`src/rtl/fb_pkg.sv`:
```
// Shared frame buffer constants and the reader FSM state encoding.
// The RAM, the writer and the reader all import this package so the
// geometry and address width agree everywhere.
package fb_pkg;

  localparam int SCREEN_WIDTH  = 176;
  localparam int SCREEN_HEIGHT = 120;
  localparam int FB_ADDR_W     = 15;
  localparam int FB_DATA_W     = 8;
  localparam int FB_FIFO_DEPTH = 4;

  typedef enum logic [1:0] {
    ST_IDLE  = 2'd0,
    ST_RUN   = 2'd1,
    ST_DRAIN = 2'd2,
    ST_DONE  = 2'd3
  } fb_state_e;

endpackage

```
`src/rtl/fb_stream_fifo.sv`:
```
// Synchronous FIFO with a registered head entry.
// The head lives in its own register so the stream outputs come straight
// from flops; the remaining DEPTH-1 entries sit in a small shift buffer
// behind it. Total capacity is DEPTH entries.
//
// Ports:
//   clk, rst_n    clock, synchronous active-low reset
//   wr_en/wr_data push one entry (caller guarantees space)
//   rd_en         consumer ready; pops the head when head_valid
//   head_valid    head register holds an entry
//   head_data     head entry
//   count         occupancy including the head
module fb_stream_fifo #(
  parameter int WIDTH = 25,
  parameter int DEPTH = 4
) (
  input  logic                           clk,
  input  logic                           rst_n,
  input  logic                           wr_en,
  input  logic [WIDTH-1:0]               wr_data,
  input  logic                           rd_en,
  output logic                           head_valid,
  output logic [WIDTH-1:0]               head_data,
  output logic [$clog2(DEPTH+1)-1:0]     count
);

  localparam int BACK_N = DEPTH - 1;
  localparam int BC_W   = $clog2(DEPTH);
  localparam int CNT_W  = $clog2(DEPTH + 1);

  logic [WIDTH-1:0] back [BACK_N];
  logic [BC_W-1:0]  bc;
  logic             pop;
  logic             head_free;

  assign pop       = head_valid & rd_en;
  assign head_free = ~head_valid | pop;
  assign count     = CNT_W'(head_valid) + CNT_W'(bc);

  always_ff @(posedge clk) begin
    if (!rst_n) begin
      head_valid <= 1'b0;
      head_data  <= '0;
      bc         <= '0;
      for (int i = 0; i < BACK_N; i++) back[i] <= '0;
    end else if (head_free) begin
      if (bc != '0) begin
        // Refill the head from the buffer and shift the rest down; a
        // simultaneous write lands in the slot the shift just vacated.
        head_valid <= 1'b1;
        head_data  <= back[0];
        for (int i = 0; i < BACK_N - 1; i++) back[i] <= back[i+1];
        if (wr_en) back[bc - 1'b1] <= wr_data;
        else       bc <= bc - 1'b1;
      end else if (wr_en) begin
        head_valid <= 1'b1;
        head_data  <= wr_data;
      end else begin
        head_valid <= 1'b0;
      end
    end else if (wr_en) begin
      back[bc] <= wr_data;
      bc       <= bc + 1'b1;
    end
  end

endmodule

```
`src/rtl/frame_buffer_reader.sv`:
```
// Raster-order read engine for the frame buffer. Issues one read address
// per cycle while the output FIFO has room for everything in flight,
// tags each returning pixel with x/y and frame/line markers, and streams
// them out on a valid/ready interface.
//
// State table:
//   state    | meaning
//   ST_IDLE  | waiting for start
//   ST_RUN   | issuing read addresses
//   ST_DRAIN | last address issued, emptying pipeline and FIFO
//   ST_DONE  | one-cycle frame_done pulse
//
// Ports:
//   clk, rst_n         clock, synchronous active-low reset
//   start              begin one frame (accepted only in ST_IDLE)
//   busy, frame_done   frame in progress / end-of-frame pulse
//   r_addr, r_data     buffer read port (1-cycle registered read)
//   pix_*              pixel stream: data, x, y, sof, eol, valid, ready
module frame_buffer_reader
  import fb_pkg::*;
#(
  parameter int WIDTH  = SCREEN_WIDTH,
  parameter int HEIGHT = SCREEN_HEIGHT,
  parameter int ADDR_W = FB_ADDR_W,
  parameter int DATA_W = FB_DATA_W,
  parameter int DEPTH  = FB_FIFO_DEPTH
) (
  input  logic              clk,
  input  logic              rst_n,
  input  logic              start,
  output logic              busy,
  output logic              frame_done,
  output logic [ADDR_W-1:0] r_addr,
  input  logic [DATA_W-1:0] r_data,
  output logic [DATA_W-1:0] pix_data,
  output logic [7:0]        pix_x,
  output logic [6:0]        pix_y,
  output logic              pix_sof,
  output logic              pix_eol,
  output logic              pix_valid,
  input  logic              pix_ready
);

  localparam int ENTRY_W = DATA_W + 8 + 7 + 2;
  localparam int CNT_W   = $clog2(DEPTH + 1);

  fb_state_e          state;
  logic               rd_vld;    // r_addr carries a live read this cycle
  logic               data_vld;  // r_data carries a live pixel this cycle
  logic [7:0]         ix, dx;
  logic [6:0]         iy, dy;
  logic [CNT_W-1:0]   fifo_count;
  logic [CNT_W:0]     pend;
  logic               pop;
  logic               last_issue;
  logic [ENTRY_W-1:0] wr_entry;
  logic [ENTRY_W-1:0] head_entry;

  assign pop = pix_valid & pix_ready;

  // Entries that will be held or still owed to the FIFO after this edge,
  // before any new issue. Keeping this below DEPTH means every read can
  // always be absorbed, so the FIFO never overflows.
  assign pend = (CNT_W+1)'(fifo_count) + (CNT_W+1)'(data_vld)
              + (CNT_W+1)'(rd_vld) - (CNT_W+1)'(pop);

  assign last_issue = rd_vld && (ix == 8'(WIDTH - 1)) && (iy == 7'(HEIGHT - 1));

  assign wr_entry = {r_data, dx, dy,
                     (dx == 8'd0) && (dy == 7'd0),
                     (dx == 8'(WIDTH - 1))};

  assign {pix_data, pix_x, pix_y, pix_sof, pix_eol} = head_entry;

  fb_stream_fifo #(
    .WIDTH (ENTRY_W),
    .DEPTH (DEPTH)
  ) u_fifo (
    .clk        (clk),
    .rst_n      (rst_n),
    .wr_en      (data_vld),
    .wr_data    (wr_entry),
    .rd_en      (pix_ready),
    .head_valid (pix_valid),
    .head_data  (head_entry),
    .count      (fifo_count)
  );

  always_ff @(posedge clk) begin
    if (!rst_n) begin
      state      <= ST_IDLE;
      busy       <= 1'b0;
      frame_done <= 1'b0;
      r_addr     <= '0;
      rd_vld     <= 1'b0;
      data_vld   <= 1'b0;
      ix         <= '0;
      iy         <= '0;
      dx         <= '0;
      dy         <= '0;
    end else begin
      frame_done <= 1'b0;
      // Coordinates follow the read through the RAM's one-cycle latency.
      data_vld   <= rd_vld;
      dx         <= ix;
      dy         <= iy;

      case (state)
        ST_IDLE: begin
          if (start) begin
            state  <= ST_RUN;
            busy   <= 1'b1;
            r_addr <= '0;
            ix     <= '0;
            iy     <= '0;
            rd_vld <= 1'b1;
          end
        end
        ST_RUN: begin
          if (last_issue) begin
            state  <= ST_DRAIN;
            rd_vld <= 1'b0;
          end else if (pend < (CNT_W+1)'(DEPTH)) begin
            rd_vld <= 1'b1;
            r_addr <= r_addr + 1'b1;
            if (ix == 8'(WIDTH - 1)) begin
              ix <= '0;
              iy <= iy + 1'b1;
            end else begin
              ix <= ix + 1'b1;
            end
          end else begin
            rd_vld <= 1'b0;
          end
        end
        ST_DRAIN: begin
          // pend already accounts for a pop this cycle, so DONE lands
          // in the cycle right after the final handshake.
          if (pend == '0) begin
            state      <= ST_DONE;
            busy       <= 1'b0;
            frame_done <= 1'b1;
          end
        end
        ST_DONE: begin
          state <= ST_IDLE;
        end
        default: begin
          state <= ST_IDLE;
        end
      endcase
    end
  end

endmodule

```
`config.mk`:
```
export PLATFORM = sky130hd
export DESIGN_NAME = frame_buffer_reader
export DESIGN_NICKNAME = d
export VERILOG_FILES = /design/src/rtl/fb_pkg.sv /design/src/rtl/fb_stream_fifo.sv /design/src/rtl/frame_buffer_reader.sv
export SDC_FILE = /design/constraint.sdc
export NUM_CORES = 1
export LEC_CHECK = 0
export CORE_MARGIN = 4
export CORE_UTILIZATION = 50
export DETAILED_ROUTE_END_ITERATION = 7
export GPL_TIMING_DRIVEN = 1
export PLACE_DENSITY = 0.7
export SETUP_SLACK_MARGIN = 0.3
export SLEW_MARGIN = 10
export SYNTH_ARGS = -nofsm -noshare
export SYNTH_HDL_FRONTEND = slang
export SYNTH_SLANG_ARGS = --single-unit
```
`constraint.sdc`:
```
create_clock -name clk -period 10.6 [get_ports clk]
set_input_delay 1.06 -clock clk [delete_from_list [all_inputs] [get_ports clk]]
set_output_delay 1.06 -clock clk [all_outputs]
set_load 0.02 [all_outputs]
```
==> flow_metrics.env <==
export IMPL_nNetsFinal=789
export IMPL_cts_tree="yes"
export IMPL_synth_seq_area_share_pct=54.1
export IMPL_path_max_fanout=11
export IMPL_post_cts_buffers=0
export IMPL_die_area_sq_um=16100
export IMPL_finalHoldViolCount=0
export IMPL_p_int_mw=1.38
export IMPL_synthAdderAreaFrac_pct=2.68
export IMPL_synthMuxAreaShare_pct=4.54
export IMPL_cp_start_kind="primary input"
export IMPL_gp_congestion=0.892
export IMPL_route_detailed_drc=0
export IMPL_ant_nets=0
export IMPL_final_core_util_pct=60.1
export IMPL_drive_gt1_share_pct=7.47
export IMPL_hpwl_um=10200
export IMPL_synth_edf_count=75
export IMPL_cp_data_required_time_ns=10.95
export IMPL_slew_violations=0
export IMPL_fill_cells=1165
export IMPL_synth_area_sq_um=7080
export IMPL_tightestPinTransition_ns=1.06
export IMPL_synth_xor_area_share_pct=0.495
export IMPL_min_period_ns=4.72
export IMPL_rows=43
export IMPL_synth_compound_area_share_pct=13.4
export IMPL_r2r_setup_slack_ns=6.54
export IMPL_arrival_ns=5.07
export IMPL_ioPinCount=55
export IMPL_grt_pass1_wl_um=26200
export IMPL_cts_resized=0
export IMPL_insertion_delay_ns=0.42
export IMPL_track_usage_pct=20.2
export IMPL_finalCritPeriodShare_pct=44.5
export IMPL_syn_inst=723
export IMPL_ctsHoldBuffers=0
export IMPL_r2r_start="data_vld"
export IMPL_grt_antenna_before_repair=0
export IMPL_avgSynthCellArea_sq_um=9.80
export IMPL_slew_headroom_pct=29.4
export IMPL_port_buffers=54
export IMPL_cts_root_buf="clkbuf_16"
export IMPL_worstReg2RegEnd="iy[3]"
export IMPL_end_kind="register"
export IMPL_pwr_share_seq_pct=39.3
export IMPL_whs_endpoint="r_addr[14]"
export IMPL_yosysTopAreaCell="edfxtp_1"
export IMPL_numCtsBuffers=17
export IMPL_powerDensity_nw_per_um2=255
export IMPL_layout_common_cells="nand2_1 (126), dfxtp_1 (79), edfxtp_1 (75), o21ai_0 (62), clkdlybuf4s50_1 (54)"
export IMPL_hold_class="reg2reg"
export IMPL_die_y_um=127
export IMPL_setup_viol=0
export IMPL_vias=5486
export IMPL_synthArstFlopShare_pct=0
export IMPL_fin_hold_ws_ns=0.496
export IMPL_clock_sinks=154
export IMPL_leakage_nw=3.02
export IMPL_p_clk_share_pct=27.0
export IMPL_hold_start="r_addr[14]"
export IMPL_synth_warnings=0
export IMPL_multi_input_area_sq_um=3030
export IMPL_firstDrtPassIters=5
export IMPL_diodes=0
export IMPL_synth_top_area_share_pct=31.8
export IMPL_p_sw_share_pct=35.1
export IMPL_ys_ff_latch=154
export IMPL_core_sq_um=13900
export IMPL_power_frac_comb_pct=33.7
export IMPL_initial_utilization_pct=51.0
export IMPL_synth_ff_type="dfxtp_1"
export IMPL_setup_tns_ns=0
export IMPL_whs_path_depth=2
export IMPL_criticalPathCategory="in2reg"
export IMPL_area_sequential_sq_um=3830
export IMPL_synth_top_family_by_area="simple AND/OR/NAND/NOR gates"
export IMPL_total_power_mw=2.13
export IMPL_grt_max_degree=51
export IMPL_rsz0062_at_grt="no"
export IMPL_drt_iter0_markers=605
export IMPL_clk_pin_slew_ns=0.06
export IMPL_mostFrequentLayoutCell="nand2_1"
export IMPL_max_cap_violations=0
export IMPL_synth_area_top_cells="edfxtp_1 (32%), dfxtp_1 (22%), nand2_1 (6.7%), mux2i_1 (4.4%), o21ai_0 (4.4%)"
export IMPL_die_width_um=127
export IMPL_ys_types=61
export IMPL_finalWirelength_um=15900
export IMPL_p_sw_mw=0.747
export IMPL_htreeDepth=4
export IMPL_fmax_mhz=212
export IMPL_ff2ff_path_depth=13
export IMPL_synthToLayoutAreaGrowth_pct=17.7
export IMPL_yosys_area_share_simple_pct=21.3
export IMPL_grt_pass1_vias=5365
export IMPL_clk_path_buf_depth=2
export IMPL_clock_skew_ns=0.00499
export IMPL_outcome="finished clean"
export IMPL_syn_nets=749
export IMPL_gr_total_overflow=0
export IMPL_peakVddDrop_v=0.000118
export IMPL_wl_per_cell_um=16.7
export IMPL_vias_per_cell=5.74
==> worst max-delay path by stage <==
stage	startpoint	to	slack (ns)	cells past startpoint
global placement	pix_ready	iy[3]	5.60	14
finish	pix_ready	iy[3]	5.88	14
detailed placement	pix_ready	iy[3]	5.49	14
floorplan	pix_ready	iy[3]	6.49	14
CTS	pix_ready	iy[3]	5.92	14
global route	pix_ready	ix[5]	5.61	13
==> cell families (layout without fill, tap and decap cells) <==
group,count (synthesis),after routing
AOI/OAI and AO/OA,150,150
muxes,32,32
adders and majority gates,14,14
buffers and inverters,63,116
DFF,154,154
xor gates and xnor gates,4,4
and+or+nand+nor,306,306
==> power groups by stage <==
| stage | clock network (mW) | registers [mW] | logic (mW) |
|---|---|---|---|
| detailed placement | 0 | 0.847 | 0.715 |
| finish | 0.574 | 0.835 | 0.717 |
| global placement | 0 | 0.840 | 0.690 |
| CTS | 0.582 | 0.835 | 0.718 |
| floorplan | 0 | 0.881 | 0.460 |
| global route | 0.608 | 0.849 | 0.791 |
==> cell usage after synthesis (all sizes together), types with 4 or more instances <==
library cell  count
inv              19
and2             40
edfxtp           75
ha               12
or4               4
and3             10
mux2i            31
o21ai            63
clkbuf           37
nand3            18
dfxtp            79
or3               4
a211oi           27
a31oi            12
nor2             49
nor3             11
nor4             11
nand4             8
nand2           126
a21oi            22
or2               4
buf               6
==> routing by layer <==
layer  routed length (um)  vias to the layer above  global-route usage, %  part of all wire [%]
li1                     -                     2678                      -                     -
met1                 6900                     2609                   26.1                    43
met2                 7900                      177                   33.3                    50
met3                  900                       22                   4.89                   5.6
met4                  237                        0                   7.07                   1.5
met5                    0                        -                      0                     0
==> sequential cells by signal (all words and copies together) (netlist names), 2 cells and up <==
signal,cells
u_fifo.back,75
u_fifo.head_data,25
r_addr,15
dx,8
ix,8
dy,7
iy,7
state,2
u_fifo.bc,2
==> area by class of cell <==
type,count,share of cell area (%)
multi-input combinational,506,36.3
sequential,154,46.0
timing repair buffer,64,7.38
tap,180,2.70
clock buffer,24,5.90
clock inverter,8,0.825
inverter,20,0.900
==> stage by stage <==
stage	cell area (sq um)	cells	worst slack, ns
after global placement	7780	924	5.60
after CTS	8340	956	5.92
after floorplan	7080	723	6.49
after detailed placement	7780	924	5.49
after global routing	8340	956	5.61
final	8340	956	5.88
==> worst max-delay path: stages <==
cell and delay (ns):
clkdlybuf4s50_1 0.43, and2_1 0.18, ha_1 0.28, fa_1 0.49, inv_1 0.05, ha_1 0.19
inv_1 0.07, fa_1 0.26, or3b_1 0.42, o311a_4 0.17, nor3_2 0.68, nand3_1 0.14
or4b_1 0.50, a21oi_1 0.15
No activity file was read; power rests on OpenSTA's default activity.
